[config.mk]
export PLATFORM = sky130hd
export DESIGN_NAME = trap_shaper_p
export DESIGN_NICKNAME = d
export VERILOG_FILES = /design/src/rtl/trap_pkg.sv /design/src/rtl/trap_delay_line.sv /design/src/rtl/trap_shaper_p.sv
export SDC_FILE = /design/constraint.sdc
export NUM_CORES = 1
export LEC_CHECK = 0
export BUFFER_PORTS_ARGS = -buffer_cell sky130_fd_sc_hd__buf_2
export CORE_ASPECT_RATIO = 0.75
export CORE_MARGIN = 5
export CORE_UTILIZATION = 35
export CTS_CLUSTER_SIZE = 10
export DETAILED_ROUTE_END_ITERATION = 10
export REMOVE_ABC_BUFFERS = 1
export SETUP_SLACK_MARGIN = 0.4
export SYNTH_ARGS = -nofsm -noshare
export SYNTH_HDL_FRONTEND = slang
export SYNTH_SLANG_ARGS = --single-unit
[constraint.sdc]
create_clock -name clk -period 8.15 [get_ports clk]
set_clock_uncertainty 0.05 [all_clocks]
set_input_delay 1.2225 -clock clk [delete_from_list [all_inputs] [get_ports clk]]
set_output_delay 1.2225 -clock clk [all_outputs]
set_load 0.02 [all_outputs]
[src/rtl/trap_pkg.sv]
// Shared helpers for the trapezoidal shaper: counter sizing and output clipping.
package trap_pkg;

  localparam int CLIP_W = 64;

  typedef struct packed {
    logic              sat;
    logic [CLIP_W-1:0] val;
  } clip_t;

  function automatic int cnt_width(input int n);
    return $clog2(n + 1);
  endfunction

  function automatic logic signed [CLIP_W-1:0] sat_max(input int out_w);
    return (64'sd1 <<< (out_w - 1)) - 64'sd1;
  endfunction

  function automatic logic signed [CLIP_W-1:0] sat_min(input int out_w);
    return -(64'sd1 <<< (out_w - 1));
  endfunction

  // Clamp a sign-extended accumulator value into an out_w-bit signed range.
  function automatic clip_t sat_clip(input logic signed [CLIP_W-1:0] t, input int out_w);
    clip_t c;
    c.sat = 1'b0;
    c.val = t;
    if (t > sat_max(out_w)) begin
      c.sat = 1'b1;
      c.val = sat_max(out_w);
    end else if (t < sat_min(out_w)) begin
      c.sat = 1'b1;
      c.val = sat_min(out_w);
    end
    return c;
  endfunction

endpackage

[src/rtl/trap_delay_line.sv]
// Valid-gated sample delay line with taps at K, L and K+L samples back.
module trap_delay_line #(
  parameter int W = 16,
  parameter int K = 4,
  parameter int L = 5
) (
  input  logic         clk,
  input  logic         reset,
  input  logic         clear,
  input  logic         shift,
  input  logic [W-1:0] d,
  output logic [W-1:0] tap_k,
  output logic [W-1:0] tap_l,
  output logic [W-1:0] tap_kl
);

  localparam int N = K + L;

  // line[0] holds the previous accepted sample, line[N-1] the oldest.
  logic [N-1:0][W-1:0] line;

  always_ff @(posedge clk or negedge reset) begin
    if (!reset) begin
      line <= '0;
    end else if (clear) begin
      line <= '0;
    end else if (shift) begin
      line <= {line[N-2:0], d};
    end
  end

  assign tap_k  = line[K-1];
  assign tap_l  = line[L-1];
  assign tap_kl = line[N-1];

endmodule

[src/rtl/trap_shaper_p.sv]
// Trapezoidal shaper with pole-zero correction, three arithmetic stages plus
// a registered saturating output; sits after the ADC sample register.
module trap_shaper_p
  import trap_pkg::*;
#(
  parameter int IN_W      = 16,
  parameter int ACC_W     = 40,
  parameter int OUT_W     = 16,
  parameter int K         = 4,
  parameter int L         = 5,
  parameter int M_SHIFT   = 4,
  parameter int OUT_SHIFT = 0
) (
  input  logic             clk,
  input  logic             reset,
  input  logic             clear,
  input  logic [IN_W-1:0]  in,
  input  logic             in_valid,
  output logic [OUT_W-1:0] out,
  output logic             out_valid,
  output logic             sat,
  output logic             primed
);

  localparam int N     = K + L;
  localparam int CNT_W = cnt_width(N);
  localparam logic [CNT_W-1:0] CNT_MAX = CNT_W'(N);

  // Handshake: in_valid is a strobe with no back-pressure; every sample taken
  // while clear=0 yields exactly one out_valid pulse three edges later.
  logic accept;
  assign accept = in_valid & ~clear;

  logic [IN_W-1:0] tap_k, tap_l, tap_kl;

  trap_delay_line #(.W(IN_W), .K(K), .L(L)) u_line (
    .clk    (clk),
    .reset  (reset),
    .clear  (clear),
    .shift  (accept),
    .d      (in),
    .tap_k  (tap_k),
    .tap_l  (tap_l),
    .tap_kl (tap_kl)
  );

  function automatic logic signed [ACC_W-1:0] ext(input logic [IN_W-1:0] x);
    return $signed({{(ACC_W-IN_W){1'b0}}, x});
  endfunction

  logic signed [ACC_W-1:0] d_next, p_next, t;
  logic signed [CLIP_W-1:0] t64;
  clip_t clip;

  logic                    v1, v2, v3;
  logic signed [ACC_W-1:0] d1, p, r, s;
  logic [CNT_W-1:0]        cnt;

  always_comb begin
    d_next = ext(in) - ext(tap_k) - ext(tap_l) + ext(tap_kl);
    p_next = p + d1;
    t      = s >>> OUT_SHIFT;
    t64    = {{(CLIP_W-ACC_W){t[ACC_W-1]}}, t};
    clip   = sat_clip(t64, OUT_W);
  end

  // p and s wrap freely so the recursion cancels exactly after each pulse.
  always_ff @(posedge clk or negedge reset) begin
    if (!reset) begin
      v1 <= 1'b0; v2 <= 1'b0; v3 <= 1'b0;
      d1 <= '0; p <= '0; r <= '0; s <= '0;
      out <= '0; sat <= 1'b0; out_valid <= 1'b0;
      cnt <= '0;
    end else if (clear) begin
      v1 <= 1'b0; v2 <= 1'b0; v3 <= 1'b0;
      d1 <= '0; p <= '0; r <= '0; s <= '0;
      out <= '0; sat <= 1'b0; out_valid <= 1'b0;
      cnt <= '0;
    end else begin
      v1 <= accept;
      v2 <= v1;
      v3 <= v2;
      out_valid <= v3;
      if (accept) begin
        d1 <= d_next;
        if (cnt != CNT_MAX) cnt <= cnt + 1'b1;
      end
      if (v1) begin
        p <= p_next;
        r <= p_next + (d1 <<< M_SHIFT);
      end
      if (v2) s <= s + r;
      if (v3) begin
        out <= OUT_W'(clip.val);
        sat <= clip.sat;
      end else begin
        sat <= 1'b0;
      end
    end
  end

  assign primed = (cnt == CNT_MAX);

endmodule

== Word level (Yosys, flattened, before mapping) ==
Index checks and enable logic that the tools add are counted.

* Flip-flop bits (word level): 329
* Input bits: 20
* Output and inout bits: 19
* Logic and storage cells: 62

* Add/subtract/negate cells: 7
* $lt $le $gt $ge: 2
* Equality and inequality tests: 2
* Mux-type cells: 23
* Bitwise operators: 2
* Reductions and logical operators: 6

{| class="wikitable"
|+ Operators with widths
! kind !! count
|-
| 2-to-1 mux 40 bit || 8
|-
| 2-to-1 mux 144 bit || 2
|-
| 2-to-1 mux 65 bit || 2
|-
| adder 40 bit || 3
|-
| greater-than comparator 40 x 16 -> 1 bit (second input constant) || 1
|-
| < comparator 40 x 16 -> 1 bit (second input constant) || 1
|-
| 2-to-1 mux 16 bit || 2
|-
| adder 18 x 17 -> 19 bit || 1
|-
| subtractor 17 x 17 -> 18 bit || 1
|-
| subtractor 16 x 16 -> 17 bit || 1
|-
| 2-to-1 mux 4 bit || 3
|-
| nonzero test 2 bit || 5
|-
| 2-to-1 mux 1 bit || 6
|-
| adder 4 x 1 -> 4 bit (second input constant) || 1
|-
| == test 4 bit (second input constant) || 1
|-
| != test 4 bit (second input constant) || 1
|-
| AND reduction 2 bit || 1
|-
| bitwise AND 1 bit || 1
|-
| inverter 1 bit || 1
|}

== Longest topological paths before layout ==
Gate-level depths: netlist of the first run.

* Word-level depth: 5
* Mapped depth: 24
* Depth with buffers taken out: 24

== Hierarchy ==
A second synthesis of the first run with hierarchy kept.

* Cells, all modules: 2157
* Area, all modules: 20292.0 µm²

{| class="wikitable"
|+ Modules (own cells, without submodules)
! module !! instances !! cells each !! area an instance (µm²)
|-
| trap_shaper_p || 1 || 1645 || 14131.1
|-
| trap_delay_line || 1 || 512 || 6160.9
|}

== Least setup slack after synthesis of the first run ==
OpenSTA, ideal clock, no wires.

* Path type: reg-to-reg
* Start point: reg d1[38]
* End point: reg r[39]
* Library setup time: 0.069 ns
* Arrival time: 5.526 ns
* Setup slack: 2.505 ns
* Cell stages (with the launch flop): 21
* Clock period less this slack: 5.645 ns
* Cells stage by stage: dfrtp_1 ha_1 buf_4 a21o_1 a221o_1 a311oi_1 nor2_1 or4_4 a31oi_1 nor2b_1 nor2_1 xnor2_1 ha_1 a21oi_1 o31ai_1 a31o_2 a2111oi_0 nor3_1 a221o_1 or4_1 nand3_1

* Word-level cells in the longest chain between the ends: 4

{| class="wikitable"
|+ Ends and longest elaborated chain
! what !! RTL line !! source
|-
| from (decl) || trap_shaper_p.sv:56 || <nowiki>logic signed [ACC_W-1:0] d1, p, r, s;</nowiki>
|-
| from (signal assigned) || trap_shaper_p.sv:85 || <nowiki>d1 <= d_next;</nowiki>
|-
| adder 40 bit || trap_shaper_p.sv:61 || <nowiki>p_next = p + d1;</nowiki>
|-
| adder 40 bit || trap_shaper_p.sv:90 || <nowiki>r <= p_next + (d1 <<< M_SHIFT);</nowiki>
|-
| 2-to-1 mux 40 bit || trap_shaper_p.sv:88 || <nowiki>if (v1) begin</nowiki>
|-
| 2-to-1 mux 40 bit || trap_shaper_p.sv:74 || <nowiki>end else if (clear) begin</nowiki>
|-
| to (signal assigned) || trap_shaper_p.sv:90 ||
|-
| to (decl) || trap_shaper_p.sv:56 ||
|}

Every way passes these cells. The select of a mux whose other input is x is not followed.
A chain may end at the register's enable or synchronous reset.

== Final worst setup path of the first run ==
* Start point: reg p[1]
* End point: reg r[34]

* Word-level cells in the longest chain between the ends: 4

{| class="wikitable"
|+ Ends and longest elaborated chain
! what !! RTL line !! source
|-
| from (decl) || trap_shaper_p.sv:56 ||
|-
| from (signal assigned) || trap_shaper_p.sv:89 || <nowiki>p <= p_next;</nowiki>
|-
| adder 40 bit || trap_shaper_p.sv:61 ||
|-
| adder 40 bit || trap_shaper_p.sv:90 ||
|-
| 2-to-1 mux 40 bit || trap_shaper_p.sv:88 ||
|-
| 2-to-1 mux 40 bit || trap_shaper_p.sv:74 ||
|}

Every way passes these cells. The select of a mux whose other input is x is not followed.

==> run metrics, run 1 <==
layout cells sized above 1 0.0530; GP Congestion 0.915; Core Area 0.0561 mm^2; Via-to-Cell Ratio 5.39; detailed placement HPWL ~33 mm; final hold violation count 0; post-synthesis cell count roughly 2100; max_slew headroom 0.258; Non-Filler Instances 2880; Critical Path RT 8.50 ns; first-pass GRT wire length 79.9 mm; root buffer cell clkbuf_16; FF+latch count, synth 304; port bufs 38; CTS tree yes; Tot GR Track Use 0.152; Final Max Tran Viols 0; htree depth 2; area delta synth->final 9.55%; Final nets 2329; Die ar. a little over 0.06 mm^2; Filler cells 5658; Post-synth EDFFs 0; clk_lat worst skew 0.53 ns; CTS sink count 304; Period minus WS final 6.10 ns; Num CTS Buffers 37; Vias 15500; period utilization 0.748; post-synthesis async set-or-reset flop share 1.00; worst setup margin 2.05 ns; setup TNS 0 ns; mean post-synth cell area about 9.3 um^2; initial antenna violation count 0; maximum vdd drop 0.000130 V; number of iterations in the first detailed-routing pass 5; part of the Yosys area used for sequential elements 0.383; met1 global-route usage 0.230; Initial DRC Count 1220; WHS Path Cells 1; post-cts resize count 0; setup slack, reg-to-reg 2.05 ns; Setup WS pre-CTS 2.13 ns; unrepaired setup endpoints after global routing no; Hold Crit Class flop to flop; die height between 200 and 250 um; Worst setup SP type flop; MaxCap Viol Count 0; vias in the first global route 15300; busiest grt layer met1; met3 GRT Util 0.0269; most frequent cell after synthesis nor2_1; Post-route DRC 0; outcome finished, final reports clean; Chip Width around 290 um; PwrDens 193 mW/mm^2; pin count of the biggest net entering global routing 165; Initial Utilization 0.354; synth cell count leaders nor2_1, dfrtp_1, mux2i_1; synthesized area 0.0199 mm^2; drt wl/cell 16.4 um; Register-to-Register Path Depth 21; Synth area leaders dfrtp_1, mux2i_1, ha_1; met2 Use GR 0.228; static leakage power approximately 11 nW; Synth top area share 0.383; Syn. warnings 0; CP arrival 6.45 ns; Final setup viols 0; post-CTS setup buffers 0; Worst setup EP type flop; row cnt 75; Inst Count DP 2830; overflow left after global routing 0; Post-synth top flop dfrtp_1; worst-path fanout max 5; Worst-path clk slew roughly 0.06 ns; Synth cell types 67; fmax 164 MHz; Yosys top cell by area dfrtp_1; worst-case clock buffer depth 3; CP Class flop to flop; diode count 0; measured slew at the worst slew-check pin 1.11 ns; I/O Pins 39; hold_buf cts 0; final wirelength 47.1 mm; number of routed nets with antenna violations 0
critical path, cell delays in order (launching register included):
cell      delay [ns]
dfrtp_1         0.45
ha_1            0.31
a211oi_1        0.24
o21a_1          0.30
a211oi_1        0.13
o21ai_0         0.60
a21boi_0        0.24
o21a_1          0.25
o41ai_1         0.47
o221a_2         0.32
xnor2_1         0.17
ha_1            0.31
a21o_1          0.19
a21o_1          0.17
a21oi_1         0.26
nand2b_1        0.14
a21boi_0        0.09
o21ai_0         0.31
nand4_1         0.17
a31oi_1         0.38
nor4_1          0.11
a221o_1         0.31
path summary, 6_finish.rpt:
check / from / to
max: p[1] / r[34]
min: p[23] / p[23]
max reg2reg: p[1] / r[34]
min reg2reg: p[23] / p[23]
max in group asynchronous: reset / out[9]
min in group asynchronous: reset / u_line.tap_kl[15]
layout make-up:
class	count	area, um^2	area share
clock inverter	4	30.0	0.00138
sequential	304	7610	0.350
multi-input combinational	1648	11600	0.531
inverter	96	360	0.0166
timing repair buffer	51	329	0.0151
tap	731	915	0.0420
clock buffer	46	970	0.0445
placed cells by master, fill, tap and decap left out, types with 9 or more instances in the layout:
cell type	count
a211oi_1	19
a21boi_0	10
a21o_1	62
a21oi_1	137
a221oi_1	11
a311oi_1	10
a31oi_1	14
and2_1	9
buf_2	35
buf_4	12
clkbuf_16	37
dfrtp_1	302
fa_1	20
ha_1	151
inv_1	95
mux2i_1	216
nand2_1	102
nand2b_1	11
nand3_1	44
nand4_1	26
nor2_1	356
nor2b_1	21
nor3_1	57
nor4_1	12
o211ai_1	9
o21a_1	21
o21ai_0	79
o21bai_1	16
o31ai_1	9
or3_1	13
xnor2_1	71
xor2_1	30
state kept, by name (all words and copies together), names as in the netlist:
name / count
cnt: 4
d1: 19
out: 16
out_valid: 1
p: 40
r: 36
s: 40
sat: 1
u_line.line: 96
u_line.tap_k: 16
u_line.tap_kl: 16
u_line.tap_l: 16
v1: 1
v2: 1
v3: 1
layer usage:
| layer | part of all wire | up-vias |
|---|---|---|
| met5 | 0 | - |
| met4 | 0.017 | 0 |
| met3 | 0.049 | 67 |
| met2 | 0.41 | 358 |
| met1 | 0.53 | 7458 |
| li1 | - | 7648 |
report_power, final:
part	total (mW)	internal (mW)	switching [mW]
Sequential	1.65	1.58	0.0685
Clock	1.45	0.829	0.617
Combinational	1.12	0.436	0.680
Total	4.21	2.85	1.37
kinds of logic after synthesis:
group / Yosys count / synth area share
adders and majority gates: 171 / 0.115
muxes: 216 / 0.109
AOI/OAI and AO/OA: 473 / 0.158
DFF: 304 / 0.383
and+or+nand+nor: 687 / 0.154
buffers and inverters: 190 / 0.0361
xor gates and xnor gates: 101 / 0.0445
metrics by stage:
| step | total power [mW] | instance area (um^2) | hold WS [ns] | util |
|---|---|---|---|---|
| after floorplan | 2.45 | 19500 | 0.413 | - |
| after global placement | 2.76 | 20800 | 0.435 | 0.370 |
| after detailed placement | 2.77 | 20800 | 0.435 | 0.370 |
| after CTS | 4.25 | 21800 | 0.455 | 0.388 |
| after global routing | 4.47 | 21800 | 0.468 | 0.388 |
| final | 4.21 | 21800 | 0.454 | 0.388 |
Note: power is estimated with default switching activity, not from simulation.
==> inputs of run 2 (changes only) <==
Clock period 8.15 ns to 6.3 ns, I/O delays scaled along.
==> run 2 against run 1 <==
Against the previous run:
- setup slack worse by 1.3 ns
- power rose by 31%
- combinational power up 29%
- global-route usage decreased by 0.093 points
- non-clock buffer count did not move
- critical path type unchanged
==> run metrics, run 2 (synthesis results as in run 1) <==
Largest regs u_line.line (96), p (40), s (40); Num CTS Buffers 37 (unchanged); Switching Share 0.323 (-0.000935); max_slew headroom 0.305 (+0.0463); Post-route DRC 0 (unchanged); layout cells sized above 1 0.0554 (+0.00233); diode count 0 (unchanged); worst-path fanout max 6 (+1); maximum vdd drop 0.000164 V (+26%); fmax 180 MHz (+9.8%); Finished Core Util 0.389 (+0.00129); Worst setup EP type flop; initial antenna violation count 0 (unchanged); number of iterations in the first detailed-routing pass 5 (unchanged); Via-to-Cell Ratio 5.38 (-0.29%); setup TNS 0 ns (unchanged); Initial DRC Count 1334 (+9.3%); vias in the first global route 15400 (+0.51%); clock power share 0.350 (+0.007); most common cell after layout, fill and taps aside nor2_1; met1 global-route usage 0.238 (+0.00758); measured slew at the worst slew-check pin 1.02 ns (-0.0958 ns); internal power 3.73 mW (+31%); final hold violation count 0 (unchanged); drt wl/cell 16.3 um (-0.46%); Max stage delay on crit path 0.40 ns (-0.20 ns); unrepaired setup endpoints after global routing yes; Chip Width 285 um (unchanged); worst-case clock buffer depth 3 (unchanged); Vias 15500 (-0.29%); Die ar. 0.0617 mm^2 (unchanged); worst setup margin 0.747 ns (-1.31 ns); port bufs 38 (unchanged); met3 GRT Util 0.0221 (-0.00483); Core Area 0.0561 mm^2 (unchanged); Period minus WS final 5.55 ns (-0.543 ns); Register-to-Register Path Depth 24 (+14%); hold_buf cts 0 (unchanged); Biggest register u_line.line; die height 216 um (unchanged); critical-path cell list ha_1 -> inv_1 -> fa_1 -> nor2b_1 -> o21a_1 -> o21ai_1 -> a21oi_1 -> o21a_1 -> o21ai_0 -> a21boi_1 -> o21ai_0 -> nand2b_1 -> xor2_1 -> ha_1 -> a211oi_1 -> o21bai_1 -> a31oi_1 -> o211ai_1 -> a41o_1 -> a2111oi_1 -> nor3_1 -> a221o_1 -> or4_1 -> nand3_1; number of buffers and inverters on the critical path 1 (+1); I/O Pins 39 (unchanged); period utilization 0.881 (+0.133); cell family with most CP delay compound AO/OA/AOI/OAI gates; Pwr Total 5.51 mW (+31%); Seq pwr share 0.388 (-0.004); slowest CP cell dfrtp_1; final wirelength 46.9 mm (-0.46%); busiest grt layer met1; Initial Utilization 0.354 (unchanged); Worst-path clk slew 0.05 ns (about the same); Tot GR Track Use 0.151 (-0.000931); post-cts resize count 0 (unchanged); Final nets 2329 (unchanged); clk_lat worst skew 0.54 ns (about the same); outcome finished, final reports clean; WHS 0.325 ns (-0.129 ns); MaxCap Viol Count 0 (unchanged); CP Class flop to flop; max reg flops 96 (unchanged); Non-Filler Instances 2880 (unchanged); overflow left after global routing 0 (unchanged); Worst setup SP type flop; fin area 0.0218 mm^2 (+0.33%); htree depth 2 (unchanged); CP arrival 5.96 ns (-0.49 ns); CTS sink count 304 (unchanged); pin count of the biggest net entering global routing 132 (-20%); Post-Place Cell Area 0.0208 mm^2 (about the same); Inst Count DP 2830 (unchanged); post-CTS setup buffers 0 (unchanged); Final Max Tran Viols 0 (unchanged); GP Congestion 0.893 (-2.4%); detailed placement HPWL 32.9 mm (+0.24%); PwrDens 252 mW/mm^2 (+30%); number of routed nets with antenna violations 0 (unchanged); most frequent cells in the layout nor2_1, dfrtp_1, mux2i_1; Psw 1.78 mW (+30%); static leakage power 10.6 nW (+0.35%); Setup WS pre-CTS 0.515 ns (-1.61 ns); area delta synth->final 9.91%; first-pass GRT wire length 79.8 mm (about the same); root buffer cell clkbuf_16; Comb pwr share 0.261 (-0.004); row cnt 75 (unchanged); met2 Use GR 0.222 (-0.00584); Final setup viols 0 (unchanged); Worst path depth 24 (+14%); Critical Path RT 6.71 ns (-1.79 ns); CTS tree yes; Hold Crit Class input pin to asynchronous set/reset pin
[run 2: cell types whose count changed in the layout (fill, tap and decap cells not counted), sizes merged]
cell / previous run / this run
bufinv: 0 / 1
clkbuf: 47 / 45
clkinv: 2 / 5
clkinvlp: 1 / 0
inv: 97 / 96
[run 2: path summary, 6_finish.rpt]
path                             from               to  slack, ns
worst max-delay path            d1[0]            r[39]       0.75
worst min-delay path            reset  u_line.line[15]       0.33
worst max register to register  d1[0]            r[39]       0.75
worst min register to register  p[23]            p[23]       0.45
max in group asynchronous       reset   u_line.line[0]       4.64
min in group clk                p[23]            p[23]       0.45
[run 2: per-layer routing]
| layer | wire length [um] | vias up |
|---|---|---|
| met3 | 2160 | 54 |
| li1 | - | 7654 |
| met4 | 691 | 0 |
| met1 | 24800 | 7437 |
| met5 | 0 | - |
| met2 | 19300 | 341 |
[run 2: worst reg2reg max path, delay by kind of cell (launching register included)]
kind,cells,cell delay [ns]
flops,1,0.40
simple gates,5,0.87
xor+xnor,1,0.16
compound gates,14,3.11
fa+ha+maj,3,0.82
buf+inv,1,0.09
[run 2: final cells by class]
cell class	count	area [um^2]
clock buffers	44	962
clock inverters	6	81.3
fillers	5545	34300
inverters	96	360
multi-input cells	1648	11600
flip-flops and latches	304	7610
well taps	731	915
repair buffers	51	342
[run 2: power by group through the flow]
stage | combinational [mW] | clock, mW | sequential (mW)
6_report | 1.44 | 1.93 | 2.14
3_3_place_gp | 1.39 | 0 | 2.17
5_1_grt | 1.61 | 2.07 | 2.15
3_5_place_dp | 1.42 | 0 | 2.17
4_1_cts | 1.43 | 2.00 | 2.14
2_1_floorplan | 1.02 | 0 | 2.15
